$ cat config.mk
export PLATFORM = sky130hd
export DESIGN_NAME = morse_tx_engine_flat
export DESIGN_NICKNAME = d
export VERILOG_FILES = /design/src/rtl/morse_pkg.sv /design/src/rtl/morse_tx_engine_if.sv /design/src/rtl/morse_char_fifo.sv /design/src/rtl/morse_tx_engine.sv /design/src/flat_wrapper.sv
export SDC_FILE = /design/constraint.sdc
export NUM_CORES = 1
export LEC_CHECK = 0
export BUFFER_PORTS_ARGS = -buffer_cell sky130_fd_sc_hd__buf_2
export CORE_MARGIN = 2
export CORE_UTILIZATION = 55
export DETAILED_ROUTE_END_ITERATION = 6
export GPL_ROUTABILITY_DRIVEN = 0
export PLACE_DENSITY_LB_ADDON = 0.05
export RECOVER_POWER = 50
export SLEW_MARGIN = 10
export SYNTH_ARGS = -nofsm -noshare
export SYNTH_HDL_FRONTEND = slang
export SYNTH_SLANG_ARGS = --single-unit
$ cat constraint.sdc
create_clock -name clk -period 14.2 [get_ports clk]
set_input_delay 2.84 -clock clk [delete_from_list [all_inputs] [get_ports clk]]
set_output_delay 2.84 -clock clk [all_outputs]
set_load 0.05 [all_outputs]
$ cat src/rtl/morse_pkg.sv
// Shared types and timing constants for the Morse transmitter.
// State encoding and unit counts per state.
package morse_pkg;

    typedef enum logic [2:0] {
        IDLE,
        MARK,
        GAP,
        CGAP,
        WGAP
    } state_e;

    localparam int DOT_UNITS        = 1;
    localparam int DASH_UNITS       = 3;
    localparam int SYM_GAP_UNITS    = 1;
    localparam int CHAR_GAP_UNITS   = 3;
    localparam int WORD_EXTRA_UNITS = 4;

    // Units spent in a state, minus one, as loaded at state entry
    function automatic logic [2:0] units_m1(state_e s, logic dash);
        case (s)
            MARK:    return dash ? 3'(DASH_UNITS - 1) : 3'(DOT_UNITS - 1);
            GAP:     return 3'(SYM_GAP_UNITS - 1);
            CGAP:    return 3'(CHAR_GAP_UNITS - 1);
            WGAP:    return 3'(WORD_EXTRA_UNITS - 1);
            default: return 3'd0;
        endcase
    endfunction

endpackage

$ cat src/rtl/morse_tx_engine_if.sv
// Character input handshake bundle.
// Master offers code/len with valid; slave answers ready.
interface morse_tx_engine_if #(
    parameter int MAX_LEN = 8,
    parameter int LEN_W   = 4
);
    logic [MAX_LEN-1:0] in_code;
    logic [LEN_W-1:0]   in_len;
    logic               in_valid;
    logic               in_ready;

    modport master (
        output in_code,
        output in_len,
        output in_valid,
        input  in_ready
    );

    modport slave (
        input  in_code,
        input  in_len,
        input  in_valid,
        output in_ready
    );
endinterface

$ cat src/rtl/morse_char_fifo.sv
// Small synchronous FIFO holding queued characters.
// Flush empties it in one edge; pointers wrap modulo DEPTH.
module morse_char_fifo #(
    parameter int WIDTH = 12,
    parameter int DEPTH = 4
) (
    input  logic                       clk,
    input  logic                       rst,
    input  logic                       push,
    input  logic                       pop,
    input  logic                       flush,
    input  logic [WIDTH-1:0]           wdata,
    output logic [WIDTH-1:0]           rdata,
    output logic                       full,
    output logic                       empty,
    output logic [$clog2(DEPTH):0]     count
);
    localparam int AW = $clog2(DEPTH);

    logic [WIDTH-1:0] mem_q [DEPTH];
    logic [AW-1:0]    wr_ptr_q, wr_ptr_d;
    logic [AW-1:0]    rd_ptr_q, rd_ptr_d;
    logic [AW:0]      count_q, count_d;

    assign full  = (count_q == (AW+1)'(DEPTH));
    assign empty = (count_q == '0);
    assign count = count_q;
    assign rdata = mem_q[rd_ptr_q];

    // Pointer and occupancy update; flush wins over push/pop
    always_comb begin
        wr_ptr_d = wr_ptr_q;
        rd_ptr_d = rd_ptr_q;
        count_d  = count_q;
        if (flush) begin
            wr_ptr_d = '0;
            rd_ptr_d = '0;
            count_d  = '0;
        end else begin
            if (push) wr_ptr_d = wr_ptr_q + AW'(1);
            if (pop)  rd_ptr_d = rd_ptr_q + AW'(1);
            case ({push, pop})
                2'b10:   count_d = count_q + (AW+1)'(1);
                2'b01:   count_d = count_q - (AW+1)'(1);
                default: count_d = count_q;
            endcase
        end
    end

    // Control state registers
    always_ff @(posedge clk) begin
        if (rst) begin
            wr_ptr_q <= '0;
            rd_ptr_q <= '0;
            count_q  <= '0;
        end else begin
            wr_ptr_q <= wr_ptr_d;
            rd_ptr_q <= rd_ptr_d;
            count_q  <= count_d;
        end
    end

    // Storage write; contents need no reset
    always_ff @(posedge clk) begin
        if (push && !flush) mem_q[wr_ptr_q] <= wdata;
    end

endmodule

$ cat src/rtl/morse_tx_engine.sv
// Buffered Morse transmitter: FIFO feeding a timed key FSM.
// Each state lasts a whole number of units of max(unit_period,1) clocks.
module morse_tx_engine
    import morse_pkg::*;
#(
    parameter int MAX_LEN = 8,
    parameter int LEN_W   = 4,
    parameter int DEPTH   = 4,
    parameter int UNIT_W  = 27
) (
    input  logic                clk,
    input  logic                rst,
    morse_tx_engine_if.slave    in_if,
    input  logic [UNIT_W-1:0]   unit_period,
    input  logic                abort,
    output logic                key,
    output logic                char_done,
    output logic                busy,
    output logic [LEN_W:0]      fifo_count
);
    localparam int AW    = $clog2(DEPTH);
    localparam int WIDTH = MAX_LEN + LEN_W;

    logic               push, pop, full, empty;
    logic [WIDTH-1:0]   rdata;
    logic [AW:0]        cnt;
    logic [MAX_LEN-1:0] pop_code, pop_shift;
    logic [LEN_W-1:0]   pop_len, pop_len_c;

    state_e             state_q, state_d;
    logic [UNIT_W-1:0]  tick_q, tick_d;
    logic [UNIT_W-1:0]  period_q, period_d;
    logic [2:0]         units_q, units_d;
    logic [MAX_LEN-1:0] shift_q, shift_d;
    logic [LEN_W-1:0]   rem_q, rem_d;
    logic               key_q, key_d;
    logic               done, enter, exit_c;

    assign push = in_if.in_valid && in_if.in_ready && !abort;
    assign in_if.in_ready = !full;
    assign fifo_count = (LEN_W+1)'(cnt);

    morse_char_fifo #(.WIDTH(WIDTH), .DEPTH(DEPTH)) u_fifo (
        .clk   (clk),
        .rst   (rst),
        .push  (push),
        .pop   (pop),
        .flush (abort),
        .wdata ({in_if.in_code, in_if.in_len}),
        .rdata (rdata),
        .full  (full),
        .empty (empty),
        .count (cnt)
    );

    // Clamp length on pop and left-align the code so the MSB is sent first
    assign pop_code  = rdata[WIDTH-1:LEN_W];
    assign pop_len   = rdata[LEN_W-1:0];
    assign pop_len_c = (pop_len > LEN_W'(MAX_LEN)) ? LEN_W'(MAX_LEN) : pop_len;
    assign pop_shift = pop_code << (LEN_W'(MAX_LEN) - pop_len_c);

    assign done = (tick_q == period_q - UNIT_W'(1)) && (units_q == 3'd0);

    // Next-state, counters and pop control
    always_comb begin
        state_d  = state_q;
        tick_d   = tick_q;
        period_d = period_q;
        units_d  = units_q;
        shift_d  = shift_q;
        rem_d    = rem_q;
        pop      = 1'b0;
        enter    = 1'b0;
        exit_c   = 1'b0;
        unique case (state_q)
            IDLE: begin
                if (!empty) begin
                    pop   = 1'b1;
                    enter = 1'b1;
                end
            end
            MARK: begin
                if (done) begin
                    enter   = 1'b1;
                    state_d = (rem_q > LEN_W'(1)) ? GAP : CGAP;
                end
            end
            GAP: begin
                if (done) begin
                    enter   = 1'b1;
                    state_d = MARK;
                    shift_d = shift_q << 1;
                    rem_d   = rem_q - LEN_W'(1);
                end
            end
            CGAP, WGAP: begin
                if (done) begin
                    exit_c = 1'b1;
                    enter  = 1'b1;
                    if (!empty) pop = 1'b1;
                    else state_d = IDLE;
                end
            end
            default: state_d = IDLE;
        endcase
        if (pop) begin
            shift_d = pop_shift;
            rem_d   = pop_len_c;
            state_d = (pop_len_c != '0) ? MARK : WGAP;
        end
        if (enter) begin
            period_d = (unit_period == '0) ? UNIT_W'(1) : unit_period;
            tick_d   = '0;
            units_d  = units_m1(state_d, shift_d[MAX_LEN-1]);
        end else if (state_q != IDLE) begin
            if (tick_q == period_q - UNIT_W'(1)) begin
                tick_d  = '0;
                units_d = units_q - 3'd1;
            end else begin
                tick_d = tick_q + UNIT_W'(1);
            end
        end
        key_d = (state_d == MARK);
        if (abort) begin
            state_d = IDLE;
            key_d   = 1'b0;
            pop     = 1'b0;
            tick_d  = '0;
            units_d = '0;
        end
    end

    // FSM and datapath registers
    always_ff @(posedge clk) begin
        if (rst) begin
            state_q  <= IDLE;
            tick_q   <= '0;
            period_q <= UNIT_W'(1);
            units_q  <= '0;
            shift_q  <= '0;
            rem_q    <= '0;
            key_q    <= 1'b0;
        end else begin
            state_q  <= state_d;
            tick_q   <= tick_d;
            period_q <= period_d;
            units_q  <= units_d;
            shift_q  <= shift_d;
            rem_q    <= rem_d;
            key_q    <= key_d;
        end
    end

    assign key       = key_q;
    assign char_done = exit_c && !abort && !rst;
    assign busy      = (state_q != IDLE) || !empty;

endmodule

$ cat src/flat_wrapper.sv
// flat-port wrapper written by rule: the top's interface ports become plain ports
module morse_tx_engine_flat import morse_pkg::*;
#(
    parameter int MAX_LEN = 8,
    parameter int LEN_W   = 4,
    parameter int DEPTH   = 4,
    parameter int UNIT_W  = 27
)
  (clk, rst, unit_period, abort, key, char_done, busy, fifo_count, in_if_in_code, in_if_in_len, in_if_in_valid, in_if_in_ready);
  morse_tx_engine_if #(.MAX_LEN(MAX_LEN), .LEN_W(LEN_W)) in_if_i ();
  input  logic clk;
  input  logic rst;
  input  logic [UNIT_W-1:0] unit_period;
  input  logic abort;
  output logic key;
  output logic char_done;
  output logic busy;
  output logic [LEN_W:0] fifo_count;
  input wire logic [$bits(in_if_i.in_code)-1:0] in_if_in_code;
  input wire logic [$bits(in_if_i.in_len)-1:0] in_if_in_len;
  input wire logic [$bits(in_if_i.in_valid)-1:0] in_if_in_valid;
  output wire logic [$bits(in_if_i.in_ready)-1:0] in_if_in_ready;
  assign in_if_i.in_code = in_if_in_code;
  assign in_if_i.in_len = in_if_in_len;
  assign in_if_i.in_valid = in_if_in_valid;
  assign in_if_in_ready = in_if_i.in_ready;
  morse_tx_engine #(.MAX_LEN(MAX_LEN), .LEN_W(LEN_W), .DEPTH(DEPTH), .UNIT_W(UNIT_W)) u_core (.clk(clk), .rst(rst), .in_if(in_if_i), .unit_period(unit_period), .abort(abort), .key(key), .char_done(char_done), .busy(busy), .fifo_count(fifo_count));
endmodule
# After elaboration in Yosys (flattened, before gate mapping)
# Memory sizes are Yosys's and may differ from the RTL's. A register that Yosys moved wholly into a read port is not among the register bits.
# Cells that the tools add are included.
[word_totals]
word_cells = 97
output_inout_bits = 9
ramBits = 48
memories = 1
inputBits = 43
reg_bits = 80
[op_classes]
reduce_logical = 28
shifts = 1
n_eq_ne = 11
n_addsub = 9
n_mux = 34
order_cmp = 2
[memory_table]
columns = ["name", "depth", "width", "rd", "rd_clocked_by_memory_dff", "write_ports", "line_no", "source"]
rows = [
  ["u_core.u_fifo.mem_q", 4, 12, 1, 1, 1, "morse_char_fifo.sv:20", "logic [WIDTH-1:0] mem_q [DEPTH];"],
]
[ops]
columns = ["op", "count"]
rows = [
  ["$mux 27", 2],
  ["$add 27x1->27 const B", 1],
  ["$eq 27x27->1", 1],
  ["$logic_not 27->1", 1],
  ["$mux 3", 9],
  ["$sub 27x1->27 const B", 1],
  ["$mux 8", 3],
  ["$mux 4", 4],
  ["$pmux 3 s4", 1],
  ["$reduce_bool 2->1", 5],
  ["$eq 3x2->1 const B", 3],
  ["$eq 3x3->1 const B", 3],
  ["$logic_not 3->1", 3],
  ["$pmux 3 s3", 1],
  ["$mux 1", 8],
  ["$shl 8x4->8", 1],
  ["$eq 3x1->1 const B", 2],
  ["$logic_and 1x1->1", 6],
  ["$mux 2", 3],
  ["$pmux 3 s2", 1],
  ["$sub 3x1->3 const B", 2],
  ["$add 2x1->2 const B", 2],
  ["$gt 4x1->1 const B", 1],
  ["$gt 4x4->1 const B", 1],
  ["14 further kinds", 20],
]

# Longest topological paths before layout
# Gate-level depths: netlist of run 1.
[depth]
word_depth = 9
mapped_depth = 19
mapped_depth_nobuf = 17

# By module
# From an unflattened synthesis of run 1, not the netlist that was laid out.
[unflattened]
hier_cells = 712
hier_area_um2 = 7001.7
[by_module_without_submodules]
columns = ["mod", "cells_each", "seq_area_each_um2", "n_inst", "area_per_inst_um2"]
rows = [
  ["morse_tx_engine", 601, 1461.4, 1, 4822.1],
  ["morse_char_fifo", 111, 1621.6, 1, 2179.6],
]

# Worst setup path after synthesis of run 1
# No wires, ideal clock.
[synth_path]
kind = "input to output"
startpoint = "input port abort"
endpoint = "output port char_done"
required_ns = 11.360
setup_slack_ns = 6.940
stages = 3
n_path_buf = 1
t_arrival_ns = 4.420
path_cell_list = "or2_2 -> clkbuf_1 -> a211oi_1"
[synth_between]
elab_chain_len = 3
[synth_rtl]
columns = ["item", "line_no", "source"]
rows = [
  ["start, declared", "flat_wrapper.sv:14", "input logic abort;"],
  ["$logic_not 1->1", "morse_tx_engine.sv:155", "assign char_done = exit_c && !abort && !rst;"],
  ["$logic_and 1x1->1 (2 in series)", "morse_tx_engine.sv:155", ""],
  ["end, declared", "flat_wrapper.sv:16", "output logic char_done;"],
]
# No other way between the ends.

# Worst setup path in the final report of run 1
[layout_path]
startpoint = "input port rst"
endpoint = "output port char_done"
[layout_between]
elab_chain_len = 2
[layout_rtl]
columns = ["item", "line_no", "source"]
rows = [
  ["start, declared", "flat_wrapper.sv:12", "input logic rst;"],
  ["$logic_not 1->1", "morse_tx_engine.sv:155", ""],
  ["$logic_and 1x1->1", "morse_tx_engine.sv:155", ""],
]
# No other way between the ends.

==> results by group, run 1 <==
Outcome
  – Status: complete, but fails checks
  – Failing checks: max-capacitance violations, max-slew violations

Synthesis
  – Netlist cell types: between 60 and 70
  – Register area share after synthesis: roughly 44%
  – Post-synth top flop: dfxtp_1
  – Mapped Area: roughly 0.0070 mm2
  – Number of flops mapped to enable cells by yosys: 48
  – Ranking of synthesized cells by area: dfxtp_1 23%, edfxtp_1 21%, mux2i_1 6.0%
  – #FFs+latches synth: 130
  – Avg Cell Area, Syn: ~10 um2
  – Share of Yosys cell area claimed by the top area cell type: 23.5%
  – Synthesis Warnings: 0
  – Post-synth top area cell: dfxtp_1
  – Syn Inst Count: 698
  – Ys async rst share: 0%

Setup path
  – Flop2flop setup slack: 8.72 ns
  – Worst Path Arrival: 5.25 ns
  – CP Capture Type: primary output
  – Worst R2R Path Depth: 10
  – Type of origin of the critical path: input port
  – Req. time, crit path: 11.36 ns
  – Reg2reg end: u_core.tick_q[25]$_SDFFE_PP0P_
  – Crit Path Class: in2out
  – RR Startpoint: u_core.period_q[3]$_SDFFE_PP0P_
  – Crit-path max FO: 40

Global route
  – Met1 Resource Use GR: 28.6%
  – Largest net degree at the start of global routing: 41
  – First-pass GRT wire length: 25100 um
  – GRT Max-Usage Layer: met2
  – GR Util met2: 40.9%
  – Total GRT Usage: 24.4%
  – Total grt overflow: 0
  – Vias in the first global route: 5151
  – Met3 GRT Util: 7.16%
  – Initial antenna violation count: 0

Detailed routing
  – Detailed Route WL: 15500 um
  – DRC viols: 0
  – Drt pass-1 iters: 5
  – Via density: 5.86
  – Per-cell routed wire length: 16.9 um
  – Final ANT Viol Nets: 0
  – Vias: 5383
  – Initial DRC count: 286

Worst hold path
  – Hold EP: u_core.shift_q[4]$_SDFFE_PP0P_
  – Hold_sp: u_core.shift_q[3]$_SDFFE_PP0P_
  – Worst hold path type: reg2reg
  – Hold path depth: 2

Timing
  – Final period utilization: 57.0%
  – F_max: around 0.12 GHz
  – Minimum clock period: roughly 8.1 ns
  – Final hold vios: 0
  – Worst clock skew: 0.0154 ns
  – Endpoints failing setup: 0
  – Setup TNS: 0 ns
  – RSZ-0062 raised after global routing: false
  – Rel. slew slack: -25.6%
  – Hold slack: 0.492 ns
  – Final Slew Violations: 41
  – Least-Margin Pin Slew: 1.88 ns

Finish
  – Final net count: 789
  – Most frequent cells in the layout: 82 x nor2_1, 82 x dfxtp_1, 48 x edfxtp_1
  – Layout cells sized above 1: 14.2%
  – Syn-to-layout area delta: 11.3%
  – Antenna fix cells: 0

Clocking
  – CTS root buffer: clkbuf_16
  – Clk_lat worst skew: 0.44 ns
  – Post-CTS sizing: 0
  – CTS tree: built
  – CTS max path bufs: 2
  – # hold bufs at CTS: 0
  – Num CTS Buffers: 17
  – # Post-CTS Setup Buffers: 0
  – Reg clk slew, reported paths: 0.06 ns
  – CTS Sinks: 130
  – H-Tree Depth: 4

Floorplan
  – Core region area: 0.0125 mm2
  – Die height: 117 um
  – Area of the die: between 0.01 and 0.015 mm2
  – Die W: 117 um
  – Rows: 41
  – Boundary Pins: 52
  – Initial Util: between 50% and 60%

Power
  – Pwr/cell area: 122 mW/mm2
  – LEAKAGE: 2.82 nW
  – Max IR drop VDD: 112 uV

Placement
  – IO Port Bufs: 49
  – DP Wirelength: 11400 um

Run
  – Max-Cap Viols: 1
==> synthesized netlist by cell type (11+ instances only) <==
| cell type | instances |
|---|---|
| a211oi_1 | 11 |
| nor4_1 | 22 |
| nand3_1 | 21 |
| a21oi_1 | 21 |
| mux2i_1 | 42 |
| nand2_1 | 39 |
| and3_1 | 12 |
| or3_1 | 11 |
| nor2_2 | 11 |
| edfxtp_1 | 48 |
| inv_1 | 22 |
| dfxtp_1 | 82 |
| xor2_1 | 36 |
| xnor2_1 | 24 |
| clkbuf_1 | 17 |
| ha_1 | 12 |
| nor2_1 | 82 |
| mux4_2 | 13 |
| nand4_1 | 11 |
| o21ai_0 | 14 |
| nor3_1 | 21 |
==> final cells by class <==
cell class | count | area, um2
repair buffers | 49 | 228
clock inverters | 15 | 121
flip-flops and latches | 130 | 3080
well taps | 172 | 215
fillers | 1081 | 4730
multi-input cells | 513 | 3630
inverters | 22 | 82.6
clock buffers | 17 | 425
==> routing by layer <==
| metal | routed length [um] | vias to the layer above |
|---|---|---|
| met4 | 442 | 0 |
| met3 | 591 | 28 |
| met5 | 0 | - |
| met1 | 6650 | 2620 |
| met2 | 7850 | 107 |
| li1 | - | 2628 |
==> logic make-up (layout without fill, tap and decap cells) <==
family	Yosys count	after routing	synth area share, %
adders and majority gates	13	13	2.43
buffers and inverters	56	103	4.10
other	1	2	0.0536
DFF	130	130	44.1
muxes	55	55	10.2
xor gates and xnor gates	61	61	7.84
and+or+nand+nor	286	286	21.7
AOI/OAI and AO/OA	96	96	9.55
==> worst max-delay path, cell delays in order <==
cell,delay (ns)
clkbuf_1,1.32
or2_0,0.74
a211oi_1,0.09
buf_2,0.25
==> flip-flops by register name, summed over array words and instances (netlist names), named ones only <==
register                count
u_core.units_q              3
u_core.shift_q              8
u_core.period_q            27
u_core.u_fifo.rd_ptr_q      2
u_core.tick_q              27
u_core.rem_q                4
u_core.state_q              3
u_core.u_fifo.wr_ptr_q      2
u_core.u_fifo.mem_q        48
u_core.key                  1
u_core.u_fifo.count         3
==> where the power goes <==
group / switching, mW / total, mW / internal [mW]
Sequential: 0.0110 / 0.408 / 0.397
Combinational: 0.0830 / 0.137 / 0.0539
Clock: 0.180 / 0.407 / 0.227
Total: 0.274 / 0.951 / 0.678
==> worst max path at each step <==
| stage | start | endpoint |
|---|---|---|
| after floorplan | abort | char_done |
| after global placement | rst | char_done |
| after detailed placement | rst | char_done |
| after CTS | rst | char_done |
| after global routing | rst | char_done |
| final | rst | char_done |
==> through the flow <==
step                power (mW)  cells  setup slack, ns  util (%)  instance area [um2]
floorplan                0.521    699             6.94         -                 7000
global placement         0.548    886             7.14      58.0                 7250
detailed placement       0.552    886             7.12      58.0                 7250
CTS                      0.958    918             7.12      62.3                 7800
global route             0.990    918             5.85      62.2                 7780
finish                   0.951    918             6.11      62.2                 7780
No activity file was read; power rests on OpenSTA's default activity.
==> inputs of run 2 (changes only) <==
--- a/config.mk
+++ b/config.mk
@@ -5,6 +5,7 @@
 export SDC_FILE = /design/constraint.sdc
 export NUM_CORES = 1
 export LEC_CHECK = 0
+export ABC_AREA = 1
 export BUFFER_PORTS_ARGS = -buffer_cell sky130_fd_sc_hd__buf_2
 export CORE_MARGIN = 2
 export CORE_UTILIZATION = 55
==> constraint.sdc (replaced) <==
create_clock -name clk -period 6.94 [get_ports clk]
set_input_delay 1.388 -clock clk [delete_from_list [all_inputs] [get_ports clk]]
set_output_delay 1.388 -clock clk [all_outputs]
set_load 0.05 [all_outputs]
==> results by group, run 2 <==
Floorplan
  – Core region area: 0.0128 mm2 (was 0.0125 mm2)
  – Boundary Pins: 52 (unchanged)
  – Initial Util: 56.8% (was 55.9%)
  – Area of the die: 0.0141 mm2 (was 0.0136 mm2)
  – Die W: 119 um (was 117 um)
  – Rows: 41 (unchanged)
  – Die height: 119 um (was 117 um)

Clocking
  – CTS Sinks: 130 (unchanged)
  – Num CTS Buffers: 17 (unchanged)
  – Post-CTS sizing: 0 (unchanged)
  – CTS tree: built (unchanged)
  – CTS max path bufs: 2 (unchanged)
  – Clk_lat worst skew: 0.42 ns (was 0.44 ns)
  – CTS root buffer: clkbuf_16 (unchanged)
  – # hold bufs at CTS: 0 (unchanged)
  – H-Tree Depth: 4 (unchanged)
  – # Post-CTS Setup Buffers: 0 (unchanged)
  – Reg clk slew, reported paths: 0.06 ns (about the same)

Outcome
  – Status: complete, but fails checks (unchanged)
  – Failing checks: max-capacitance violations, max-slew violations (unchanged)

Synthesis
  – Ranking of synthesized cells by area: dfxtp_1 23%, edfxtp_1 20%, nand2_1 13% (was dfxtp_1 23%, edfxtp_1 21%, mux2i_1 6.0%)
  – Post-synth top flop: dfxtp_1 (unchanged)
  – Post-synth top area cell: dfxtp_1 (unchanged)
  – Mux cell area share after synthesis: 0.138% (was 10.2%)
  – Post-Synth Adder-Cell Area: 2.34% (was 2.43%)
  – Share of Yosys cell area claimed by the top area cell type: 22.6% (was 23.5%)
  – Register area share after synthesis: 42.5% (was 44.1%)
  – Mapped Area: 0.00726 mm2 (was 0.00699 mm2)
  – Syn Inst Count: 971 (was 698)
  – Post-synth top cells: 252 x nand2_1, 122 x nor2_1, 108 x inv_1, 82 x dfxtp_1, 55 x a21oi_1 (was 82 x dfxtp_1, 82 x nor2_1, 48 x edfxtp_1, 42 x mux2i_1, 39 x nand2_1)
  – Netlist cell types: 53 (was 69)
  – Simple-gate share of the synthesized area: 31.4% (was 21.7%)
  – Synthesis Warnings: 0 (unchanged)
  – #FFs+latches synth: 130 (unchanged)
  – Ys async rst share: 0% (unchanged)
  – Count leader, synth: nand2_1
  – Largest family of logic cells by synthesized area: simple AND/OR/NAND/NOR gates (unchanged)
  – XOR/XNOR Fraction of Synth Area: 4.83% (was 7.84%)
  – Number of flops mapped to enable cells by yosys: 48 (unchanged)
  – Avg Cell Area, Syn: 7.47 um2 (was 10.0 um2)
  – Synth Area in Compound Gates: 10.7% (was 9.55%)

Setup path
  – Flop2flop setup slack: 3.10 ns (was 8.72 ns)
  – Crit-path max FO: 31 (was 40)
  – Worst R2R Path Depth: 21 (was 10)
  – Crit Path Class: in2out (unchanged)
  – CP Capture Type: primary output (unchanged)
  – Type of origin of the critical path: input port (unchanged)
  – Worst Path Arrival: 3.63 ns (was 5.25 ns)
  – Req. time, crit path: 5.55 ns (was 11.36 ns)
  – Reg2reg end: u_core.u_fifo.count[2]$_SDFFE_PP0P_ (was u_core.tick_q[25]$_SDFFE_PP0P_)
  – RR Startpoint: u_core.period_q[0]$_SDFFE_PP1P_ (was u_core.period_q[3]$_SDFFE_PP0P_)

Timing
  – Final Slew Violations: 32 (was 41)
  – Hold slack: 0.467 ns (was 0.492 ns)
  – Minimum clock period: 5.01 ns
  – Final hold vios: 0 (unchanged)
  – Worst clock skew: 0.0104 ns (was 0.0154 ns)
  – F_max: 0.199 GHz
  – Setup TNS: 0 ns (unchanged)
  – RSZ-0062 raised after global routing: false (unchanged)
  – Endpoints failing setup: 0 (unchanged)
  – Final period utilization: 72.2%
  – Least-Margin Pin Slew: 1.60 ns (was 1.88 ns)
  – Rel. slew slack: -6.66% (was -25.6%)

Run
  – Max-Cap Viols: 1 (unchanged)

Power
  – LEAKAGE: 3.47 nW (was 2.82 nW)
  – Overall power: 2.02 mW (was 951 uW)
  – Max IR drop VDD: 255 uV (was 112 uV)
  – Pwr/cell area: 248 mW/mm2 (was 122 mW/mm2)

Detailed routing
  – Final ANT Viol Nets: 0 (unchanged)
  – Detailed Route WL: 16900 um (was 15500 um)
  – Via density: 5.18 (was 5.86)
  – Vias: 6229 (was 5383)
  – Initial DRC count: 512 (was 286)
  – DRC viols: 0 (unchanged)
  – Drt pass-1 iters: 5 (unchanged)
  – Per-cell routed wire length: 14.0 um (was 16.9 um)

Finish
  – Multi-input combinational cell area: 0.00359 mm2 (was 0.00363 mm2)
  – Commonest non-fill, non-tap cell in the layout: nand2_1
  – Fin util: 63.6% (was 62.2%)
  – Fillers: 1210 (was 1081)
  – Register with the most flip-flops: u_core.u_fifo.mem_q (unchanged)
  – Layout cells sized above 1: 10.6% (was 14.2%)
  – Most frequent cells in the layout: 252 x nand2_1, 122 x nor2_1, 108 x inv_1 (was 82 x nor2_1, 82 x dfxtp_1, 48 x edfxtp_1)
  – Antenna fix cells: 0 (unchanged)
  – Max reg flops: 48 (unchanged)
  – Reg area: 0.00308 mm2 (unchanged)
  – Final net count: 1074 (was 789)
  – Syn-to-layout area delta: 12.0% (was 11.3%)
  – Largest regs: u_core.u_fifo.mem_q x48, u_core.period_q x27, u_core.tick_q x27 (unchanged)

Global route
  – Vias in the first global route: 5895 (was 5151)
  – Initial antenna violation count: 0 (unchanged)
  – Largest net degree at the start of global routing: 36 (was 41)
  – Total grt overflow: 0 (unchanged)
  – Total GRT Usage: 24.6% (was 24.4%)
  – First-pass GRT wire length: 27800 um (was 25100 um)

Worst hold path
  – Hold path depth: 2 (unchanged)
  – Worst hold path type: reg2reg (unchanged)
  – Hold EP: u_core.shift_q[0]$_SDFFE_PP0P_ (was u_core.shift_q[4]$_SDFFE_PP0P_)
  – Hold_sp: u_core.shift_q[0]$_SDFFE_PP0P_ (was u_core.shift_q[3]$_SDFFE_PP0P_)

Placement
  – IO Port Bufs: 49 (unchanged)
  – DP Wirelength: 12700 um (was 11400 um)
==> run 2: changes by cell type in the layout (fill, tap and decap cells not counted), moves of 11 or more <==
cell,previous run,this run
nor2_1,82,122
o21ai_0,14,37
nor4_1,22,5
inv_1,22,108
nand3_1,21,50
nand2_1,39,252
mux4_2,13,0
mux2i_1,42,1
xor2_1,36,25
a21oi_1,21,55
or3_1,11,0
==> run 2: worst max path at each step <==
stage / end / slack [ns] / start
floorplan: char_done / 2.96 / abort
global placement: char_done / 2.69 / rst
detailed placement: char_done / 2.59 / rst
CTS: char_done / 2.59 / rst
global route: char_done / 1.74 / rst
finish: char_done / 1.93 / rst
==> run 2: layout make-up <==
class                   count  area share (%)
well taps                 172            2.65
clock inverters            15            1.68
flip-flops and latches    130            37.9
clock buffers              17            5.23
inverters                 117            5.43
repair buffers             52            2.97
multi-input cells         700            44.1
==> run 2: metal layers <==
| metal | track usage, % | share of wire (%) | wire [um] |
|---|---|---|---|
| met5 | 0 | 0 | 0 |
| met4 | 6.47 | 1.1 | 193 |
| met3 | 5.41 | 3.5 | 597 |
| met2 | 42.3 | 50 | 8380 |
| met1 | 31.4 | 46 | 7730 |
==> run 2: critical path, stage by stage <==
cell and delay (ns):
clkbuf_1 1.13, nor2_1 0.45, inv_1 0.35, nor2_1 0.08
buf_2 0.21
==> run 2: cells by family after synthesis <==
kind of cell | Yosys count
AND/OR/NAND/NOR | 511
buffers and inverters | 142
AO/OA/AOI/OAI | 133
flip-flops | 130
XOR/XNOR | 40
adder cells (fa/ha/maj) | 13
other | 1
multiplexers | 1
==> run 2: report_power, final <==
| group | leakage (nW) | total [mW] | switching (mW) | internal [mW] |
|---|---|---|---|---|
| combinational | 2.10 | 0.345 | 0.236 | 0.109 |
| clock | 0.271 | 0.845 | 0.372 | 0.473 |
| sequential | 1.10 | 0.828 | 0.0170 | 0.811 |
| total | 3.47 | 2.02 | 0.625 | 1.39 |
==> run 2: metrics by stage <==
step	setup slack [ns]	cells	cell area, um2
2_1_floorplan	2.96	972	7260
3_3_place_gp	2.69	1171	7590
3_5_place_dp	2.59	1171	7590
4_1_cts	2.59	1203	8160
5_1_grt	1.74	1203	8130
6_report	1.93	1203	8130
